[config.mk]
export PLATFORM = sky130hd
export DESIGN_NAME = key_debouncer
export DESIGN_NICKNAME = d
export VERILOG_FILES = /design/src/rtl/key_debouncer.sv
export SDC_FILE = /design/constraint.sdc
export NUM_CORES = 1
export LEC_CHECK = 0
export BUFFER_PORTS_ARGS = -buffer_cell sky130_fd_sc_hd__buf_2
export CAP_MARGIN = 20
export CORE_MARGIN = 5
export CORE_UTILIZATION = 63
export DETAILED_ROUTE_END_ITERATION = 16
export HOLD_SLACK_MARGIN = 0.12
export PLACE_DENSITY = 0.81
export SLEW_MARGIN = 5
export SYNTH_ARGS = -nofsm -noshare
export SYNTH_HDL_FRONTEND = slang
export SYNTH_SLANG_ARGS = --single-unit
[constraint.sdc]
create_clock -name clk -period 2.8 [get_ports clk]
set_input_delay 0.84 -clock clk [delete_from_list [all_inputs] [get_ports clk]]
set_output_delay 0.84 -clock clk [all_outputs]
set_load 0.01 [all_outputs]
[src/rtl/key_debouncer.sv]
// -----------------------------------------------------------------------------
// key_debouncer
//
// Multi-channel push-button debouncer. Raw keys and the slow sample clock
// from the debouncer clock divider are synchronised into clk. Each rising
// edge of the synchronised sample clock produces a one-clk tick, and every
// channel's state machine advances only on that tick. Each channel drives a
// clean level and one-clk press / release / long-press pulses.
//
// Parameters
//   N_KEYS          number of independent key channels
//   STABLE_SAMPLES  consecutive differing samples needed to flip a level (>=1)
//   LONG_SAMPLES    held samples after a press before key_long fires
//                   (must be > STABLE_SAMPLES)
//   ACTIVE_LOW      1: a raw key reads 0 when pressed (inverted after sync)
//
// Ports
//   clk          in   system clock, all logic on the rising edge
//   rst          in   asynchronous reset, active low
//   sclk_i       in   slow sample clock, used as data only
//   key_raw      in   raw asynchronous button inputs
//   key_level    out  debounced level, 1 = pressed
//   key_press    out  1-clk pulse on debounced 0->1
//   key_release  out  1-clk pulse on debounced 1->0
//   key_long     out  1-clk pulse once per press after LONG_SAMPLES held samples
//
// Per-channel states
//   state   | meaning
//   --------+---------------------------------------------------------------
//   IDLE    | released; cnt counts consecutive pressed samples
//   HELD    | pressed; cnt counts released samples, hold counts held samples
//   LONG    | pressed and long pulse already issued; hold frozen
// -----------------------------------------------------------------------------
module key_debouncer #(
    parameter int N_KEYS         = 5,
    parameter int STABLE_SAMPLES = 4,
    parameter int LONG_SAMPLES   = 500,
    parameter int ACTIVE_LOW     = 0
) (
    input  logic              clk,
    input  logic              rst,
    input  logic              sclk_i,
    input  logic [N_KEYS-1:0] key_raw,
    output logic [N_KEYS-1:0] key_level,
    output logic [N_KEYS-1:0] key_press,
    output logic [N_KEYS-1:0] key_release,
    output logic [N_KEYS-1:0] key_long
);

    localparam int CW = $clog2(LONG_SAMPLES + 1);

    // Thresholds are compared against the pre-increment count, so the
    // transition happens on the tick where the count would reach the limit.
    localparam logic [CW-1:0] STABLE_M1 = CW'(STABLE_SAMPLES - 1);
    localparam logic [CW-1:0] LONG_M1   = CW'(LONG_SAMPLES - 1);
    localparam logic [CW-1:0] LONG_SAT  = CW'(LONG_SAMPLES);

    typedef enum logic [1:0] {
        ST_IDLE = 2'd0,
        ST_HELD = 2'd1,
        ST_LONG = 2'd2
    } state_t;

    // -------------------------------------------------------------------------
    // Synchronisers and tick generation
    // -------------------------------------------------------------------------
    logic [N_KEYS-1:0] r_key_s1;
    logic [N_KEYS-1:0] r_key_s2;
    logic              r_sclk_s1;
    logic              r_sclk_s2;
    logic              r_sclk_prev;
    logic              r_tick;
    logic [N_KEYS-1:0] w_sample;

    always_ff @(posedge clk or negedge rst) begin
        if (!rst) begin
            r_key_s1    <= '0;
            r_key_s2    <= '0;
            r_sclk_s1   <= 1'b0;
            r_sclk_s2   <= 1'b0;
            r_sclk_prev <= 1'b0;
            r_tick      <= 1'b0;
        end else begin
            r_key_s1    <= key_raw;
            r_key_s2    <= r_key_s1;
            r_sclk_s1   <= sclk_i;
            r_sclk_s2   <= r_sclk_s1;
            r_sclk_prev <= r_sclk_s2;
            // Rising edges only; a falling sample clock never samples.
            r_tick      <= r_sclk_s2 & ~r_sclk_prev;
        end
    end

    assign w_sample = (ACTIVE_LOW != 0) ? ~r_key_s2 : r_key_s2;

    // -------------------------------------------------------------------------
    // Channel state machines
    // -------------------------------------------------------------------------
    state_t            r_state    [N_KEYS];
    state_t            w_state_nxt[N_KEYS];
    logic [CW-1:0]     r_cnt      [N_KEYS];
    logic [CW-1:0]     w_cnt_nxt  [N_KEYS];
    logic [CW-1:0]     r_hold     [N_KEYS];
    logic [CW-1:0]     w_hold_nxt [N_KEYS];

    logic [N_KEYS-1:0] r_press;
    logic [N_KEYS-1:0] r_release;
    logic [N_KEYS-1:0] r_long;
    logic [N_KEYS-1:0] w_press_d;
    logic [N_KEYS-1:0] w_release_d;
    logic [N_KEYS-1:0] w_long_d;
    logic [N_KEYS-1:0] w_level;

    // State register (pulses registered alongside the state they belong to).
    always_ff @(posedge clk or negedge rst) begin
        if (!rst) begin
            for (int i = 0; i < N_KEYS; i++) begin
                r_state[i] <= ST_IDLE;
                r_cnt[i]   <= '0;
                r_hold[i]  <= '0;
            end
            r_press   <= '0;
            r_release <= '0;
            r_long    <= '0;
        end else begin
            for (int i = 0; i < N_KEYS; i++) begin
                r_state[i] <= w_state_nxt[i];
                r_cnt[i]   <= w_cnt_nxt[i];
                r_hold[i]  <= w_hold_nxt[i];
            end
            r_press   <= w_press_d;
            r_release <= w_release_d;
            r_long    <= w_long_d;
        end
    end

    // Next-state logic; everything holds between ticks.
    always_comb begin
        for (int i = 0; i < N_KEYS; i++) begin
            w_state_nxt[i] = r_state[i];
            w_cnt_nxt[i]   = r_cnt[i];
            w_hold_nxt[i]  = r_hold[i];

            if (r_tick) begin
                case (r_state[i])
                    ST_IDLE: begin
                        if (w_sample[i]) begin
                            if (r_cnt[i] == STABLE_M1) begin
                                w_state_nxt[i] = ST_HELD;
                                w_cnt_nxt[i]   = '0;
                                w_hold_nxt[i]  = '0;
                            end else begin
                                w_cnt_nxt[i] = r_cnt[i] + 1'b1;
                            end
                        end else begin
                            w_cnt_nxt[i] = '0;
                        end
                    end

                    ST_HELD, ST_LONG: begin
                        if (!w_sample[i]) begin
                            // Released samples: the release path is evaluated
                            // first, so it always beats a long-press on the
                            // same tick.
                            if (r_cnt[i] == STABLE_M1) begin
                                w_state_nxt[i] = ST_IDLE;
                                w_cnt_nxt[i]   = '0;
                                w_hold_nxt[i]  = '0;
                            end else begin
                                w_cnt_nxt[i] = r_cnt[i] + 1'b1;
                            end
                        end else begin
                            // Pressed samples clear the release run but keep
                            // hold accumulating across bounces.
                            w_cnt_nxt[i] = '0;
                            if (r_state[i] == ST_HELD) begin
                                if (r_hold[i] == LONG_M1) begin
                                    w_state_nxt[i] = ST_LONG;
                                    w_hold_nxt[i]  = LONG_SAT;
                                end else begin
                                    w_hold_nxt[i] = r_hold[i] + 1'b1;
                                end
                            end
                        end
                    end

                    default: begin
                        w_state_nxt[i] = ST_IDLE;
                        w_cnt_nxt[i]   = '0;
                        w_hold_nxt[i]  = '0;
                    end
                endcase
            end
        end
    end

    // Output decode: pulses come from the transition being taken this tick,
    // level from the current registered state.
    always_comb begin
        w_press_d   = '0;
        w_release_d = '0;
        w_long_d    = '0;
        w_level     = '0;
        for (int i = 0; i < N_KEYS; i++) begin
            w_level[i] = (r_state[i] != ST_IDLE);
            if (r_tick) begin
                w_press_d[i]   = (r_state[i] == ST_IDLE) &&
                                 (w_state_nxt[i] == ST_HELD);
                w_release_d[i] = (r_state[i] != ST_IDLE) &&
                                 (w_state_nxt[i] == ST_IDLE);
                w_long_d[i]    = (r_state[i] == ST_HELD) &&
                                 (w_state_nxt[i] == ST_LONG);
            end
        end
    end

    assign key_level   = w_level;
    assign key_press   = r_press;
    assign key_release = r_release;
    assign key_long    = r_long;

endmodule
# Yosys cells after proc, flatten, opt, wreduce, memory -nomap -nowiden
# Cells that the tools add are included.
dict set report op_classes {
  n_addsub 10
  mul 0
  div 0
  n_lt_le_gt_ge 0
  n_eq_ne 40
  shift 0
  n_mux 105
  bitwise 2
  reduce_logical 40
}
# op count
set op_table {}
lappend op_table {{2-to-1 mux 9 bit} 40}
lappend op_table {{case mux 9 bit (2 select lines)} 10}
lappend op_table {{adder 9 x 1 -> 9 bit, second input constant} 10}
lappend op_table {{2-to-1 mux 2 bit} 35}
lappend op_table {{== test 9 x 2 -> 1 bit, second input constant} 5}
lappend op_table {{== test 9 bit, second input constant} 5}
lappend op_table {{== test 2 x 1 -> 1 bit, second input constant} 10}
lappend op_table {{== test 2 bit, second input constant} 10}
lappend op_table {{logical NOT 2 bit} 10}
lappend op_table {{case mux 2 bit (2 select lines)} 5}
lappend op_table {{logical AND 1 bit} 15}
lappend op_table {{2-to-1 mux 1 bit} 15}
lappend op_table {{!= test 3 bit, second input constant} 5}
lappend op_table {{AND reduction 3 bit} 5}
lappend op_table {{!= test 2 bit, second input constant} 5}
lappend op_table {{nonzero test 2 bit} 5}
lappend op_table {{OR reduction 2 bit} 5}
lappend op_table {{AND 1 bit} 1}
lappend op_table {{inverter 1 bit} 1}
dict set report totals {
  reg_bits 129
  latchBits 0
  ram_bits 0
  romBits 0
  inputBits 8
  wordCells 221
  mem_count 0
}

# Logic depth before layout (Yosys ltp)
dict set report logic_depth {
  depth_word 9
  mapped_depth 8
  depth_no_buf 7
}

# Least setup slack after synthesis
# No wires, ideal clock.
dict set report synth_path {
  path_type {register to register}
  from {register r_cnt[27] in the netlist's numbering}
  to {register r_long[1], in the netlist key_long[1]}
  setup_time_ps 142
  arrival_ps 1923
  setup_slack_ps 735
  path_stages_with_launch 7
  n_path_buf 0
  cell_sequence {dfrtp_1 ha_1 or4b_2 nor2_2 nand2_1 a2111oi_1 nor4_1}
}
dict set report synth_via {
  elab_chain_len 8
}
# element line
set synth_lines {}
lappend synth_lines {{start, declared} 101} ;# logic [CW-1:0] r_cnt [N_KEYS];
lappend synth_lines {{start signal, assigned by index} 128} ;# r_cnt[i] <= w_cnt_nxt[i];
lappend synth_lines {{== test 9 x 2 -> 1 bit *} {148, 165}}
lappend synth_lines {{2-to-1 mux 2 bit, on equally long branches} {165, 148}}
lappend synth_lines {{2-to-1 mux 2 bit, on equally long branches} {161, 147}}
lappend synth_lines {{case mux 2 bit (2 select lines) *} 145} ;# case (r_state[i])
lappend synth_lines {{2-to-1 mux 2 bit *} 144} ;# if (r_tick) begin
lappend synth_lines {{== test 2 bit *} 212} ;# (w_state_nxt[i] == ST_LONG);
lappend synth_lines {{logical AND 1 bit *} 211} ;# w_long_d[i] = (r_state[i] == ST_HELD) &&
lappend synth_lines {{2-to-1 mux 1 bit *} 206} ;# if (r_tick) begin
lappend synth_lines {{via w_long_d[1]} 111} ;# logic [N_KEYS-1:0] w_long_d;
lappend synth_lines {{end signal, assigned} 133} ;# r_long <= w_long_d;
lappend synth_lines {{end, declared} 108} ;# logic [N_KEYS-1:0] r_long;
# Mark *: on every way through the listed nets, which the timed path passes. The rest lies on a longest branch.
# A chain may end at the register's enable or synchronous reset.

# Worst setup path in the final report
dict set report layout_path {
  from {register r_state[5] in the netlist's numbering}
  to {output port key_level[2]}
}
dict set report layout_via {
  elab_chain_len 1
}
# element line
set layout_lines {}
lappend layout_lines {{start, declared} 99} ;# state_t r_state [N_KEYS];
lappend layout_lines {{start signal, assigned by index} 127} ;# r_state[i] <= w_state_nxt[i];
lappend layout_lines {{nonzero test 2 bit} 205} ;# w_level[i] = (r_state[i] != ST_IDLE);
lappend layout_lines {{end, declared} 44} ;# output logic [N_KEYS-1:0] key_level,
# Every way passes these cells.

==> summary.md <==
* detailed-route wire length: 16700 um
* dominant cell type by area after synthesis: dfrtp_1
* sum of net half-perimeters after detailed placement: 11600 um
* antenna diode count: 0
* die area: 0.0142 mm2
* layout cells sized above 1: 0.108
* number of clock sinks seen by CTS: 129
* post-CTS resize count: 0
* library cell used as clock root buffer: clkbuf_16
* synthesized area per cell: 9.12 um2
* total power draw: 6.40 mW
* Post-synth EDFFs: 0
* clk slew on worst S/H paths: 0.05 ns
* most used cells in the layout excluding fill and tap cells: dfrtp_1 (128), nand2_1 (79), nor2_1 (69)
* number of buffers inserted by hold repair at cts: 0
* data required time of the worst path: 1.96 ns
* pin count of the biggest net entering global routing: 49
* worst slew margin relative to its limit: 0.392
* largest fanout on the critical path: 11
* count of final setup violators: 0
* number of failing hold endpoints at the final stage: 0
* initial core utilization: 0.650
* Distinct cells, synth: 80
* clock tree from TritonCTS: yes
* dominant cells by area after synthesis: dfrtp_1 (43%), ha_1 (4.2%), nand2_1 (4.0%), o21ai_0 (3.8%), nor2_1 (3.5%)
* most frequent standard cell in the layout excluding fill and tap cells: dfrtp_1
* Post-DRT Antenna Nets: 0
* post-route DRC violation count: 0
* Global Route Usage Sum: 0.245
* Routability Congestion: 0.920
* category of the critical setup timing path: flip-flop to output port
* # port buffers: 27
* die width: 119 um
* share of flip-flops with an asynchronous set or reset: 1.00
* count of pins on the block boundary: 28
* Worst Skew: 0.00593 ns
* outcome: finished, final reports clean
* Slew Viols, Final: 0
* via count of the first global-routing pass: 6222
* area of the placeable core: 0.0115 mm2
* primary flip-flop cell chosen by synthesis mapping: dfrtp_1
* Worst EP arrival: 1.77 ns
* Synthesized Nets: 854
* post-route minimum period: 2.61 ns
* transition at the pin with the smallest max-transition slack: 0.900 ns
* overall via count from detail_route: 6435
* logic depth of the worst register-to-register path: 7
* nets: 875
* Ys Warns: 0
* grt ovf: 0
* portion of the clock cycle consumed by the worst path in the final layout: 0.931
* number of buffers inserted during clock tree synthesis: 17
* reported leakage power: 3.70 nW
* RSZ-0062 raised after global routing: no
* standard-cell rows: 39
* endpoint type of the worst setup path: output port
* worst hold slack: 0.332 ns
* Synth-to-Final Area Change: 11.9%
* number of flip-flops and latches in the synthesized netlist: 129
* Setup Buffers After CTS: 0
* power density normalized to cell area: 764 mW/mm2
* Max-cap violations: 0
* DIE HEIGHT: 119 um
* maximum level of the CTS H-tree: 4
* maximum operating frequency: 384 MHz
* proportion of synthesized chip area in sequential cells: 0.431
* first-iteration detailed-routing DRC count: 675
* number of buffers on the longest clock path: 2
* first-pass GRT wire length: 29100 um
* IR Drop Worst-Case VDD: 0.503 mV
* clk_lat worst skew: 0.42 ns
* Final TNS setup: 0 ns
* Hold Path Class: input pin to async pin
* number of search-and-repair iterations in the first detailed-routing pass: 6
* gate count of the mapped netlist: 821
* Worst Setup Start Kind: flip-flop
* cell area after synthesis: 0.00748 mm2
* average wire per cell in the routed design: 16.8 um
* post-synth top area share: 0.431
* number of antenna violations at the first check in global routing: 0
* per-cell via count in the routed design: 6.45
-- cells in the mapped netlist (all sizes together) (9+ instances only) --
cell type / n
dfrtp: 129
nand2: 79
nor2: 70
o21ai: 57
nand3: 47
inv: 37
a21oi: 34
clkbuf: 29
ha: 25
nor3: 21
o31ai: 17
a21o: 16
xnor2: 16
and3: 14
nor2b: 13
nand4: 11
nor4: 11
and2: 10
mux2i: 10
nand2b: 10
a211oi: 9
o211ai: 9
xor2: 9
-- area by class of cell --
cell class	instances	area [um2]
multi-input cells	621	3990
flip-flops and latches	129	3230
fillers	843	3140
clock buffers	22	464
repair buffers	36	221
well taps	143	179
clock inverters	10	156
inverters	37	139
-- through the flow --
| step | utilization | std cells | setup slack [ns] | cell area (um2) |
|---|---|---|---|---|
| finish | 0.727 | 998 | 0.194 | 8380 |
| global route | 0.727 | 998 | 0.0826 | 8380 |
| floorplan | - | 821 | 0.735 | 7480 |
| global placement | 0.673 | 966 | 0.596 | 7750 |
| detailed placement | 0.673 | 966 | 0.473 | 7750 |
| CTS | 0.727 | 998 | 0.190 | 8380 |
-- critical path, cell delays in order (launching register included) --
cell     delay [ns]
dfrtp_1        0.44
inv_1          0.14
ha_1           0.38
inv_1          0.20
buf_2          0.18
-- path summary, 6_finish.rpt --
path,to,from,slack [ns]
min reg2reg,r_key_s2[1],r_key_s1[1],0.35
max,key_level[2],r_state[5],0.19
max reg2reg,key_long[2],r_state[5],0.40
min in group clk,r_key_s2[1],r_key_s1[1],0.35
min,r_hold[10],rst,0.33
max in group asynchronous,r_tick,rst,1.81
-- where the power goes --
part           total, mW  switching, mW  internal [mW]
combinational       1.65          0.967          0.681
clock               2.32          0.791           1.53
sequential          2.43          0.309           2.12
total               6.40           2.07           4.34
-- registers in the layout, summed over array words and instances, names as in the netlist --
register     count
r_key_s1         5
r_key_s2         5
key_long         5
r_sclk_s1        1
r_hold          45
r_tick           1
r_sclk_prev      1
key_release      5
r_cnt           45
key_press        5
r_state         10
r_sclk_s2        1
-- metal layers --
metal  global-route usage  part of all wire  up-vias
li1                     -                 -     3072
met1                0.325              0.43     3138
met2                0.406              0.50      194
met3               0.0512             0.050       31
met4               0.0789             0.014        0
met5                    0                 0        -
-- cells by family (layout without fill, tap and decap cells) --
group                    count (synthesis)  in the layout  share of synthesized area
buffers and inverters                   71            105                     0.0359
multiplexers                            15             15                     0.0209
XOR/XNOR                                25             25                     0.0293
AO/OA/AOI/OAI                          228            228                      0.210
flip-flops                             129            129                      0.431
AND/OR/NAND/NOR                        328            328                      0.230
adder cells (fa/ha/maj)                 25             25                     0.0418
Power figures use the tool's default switching activity.
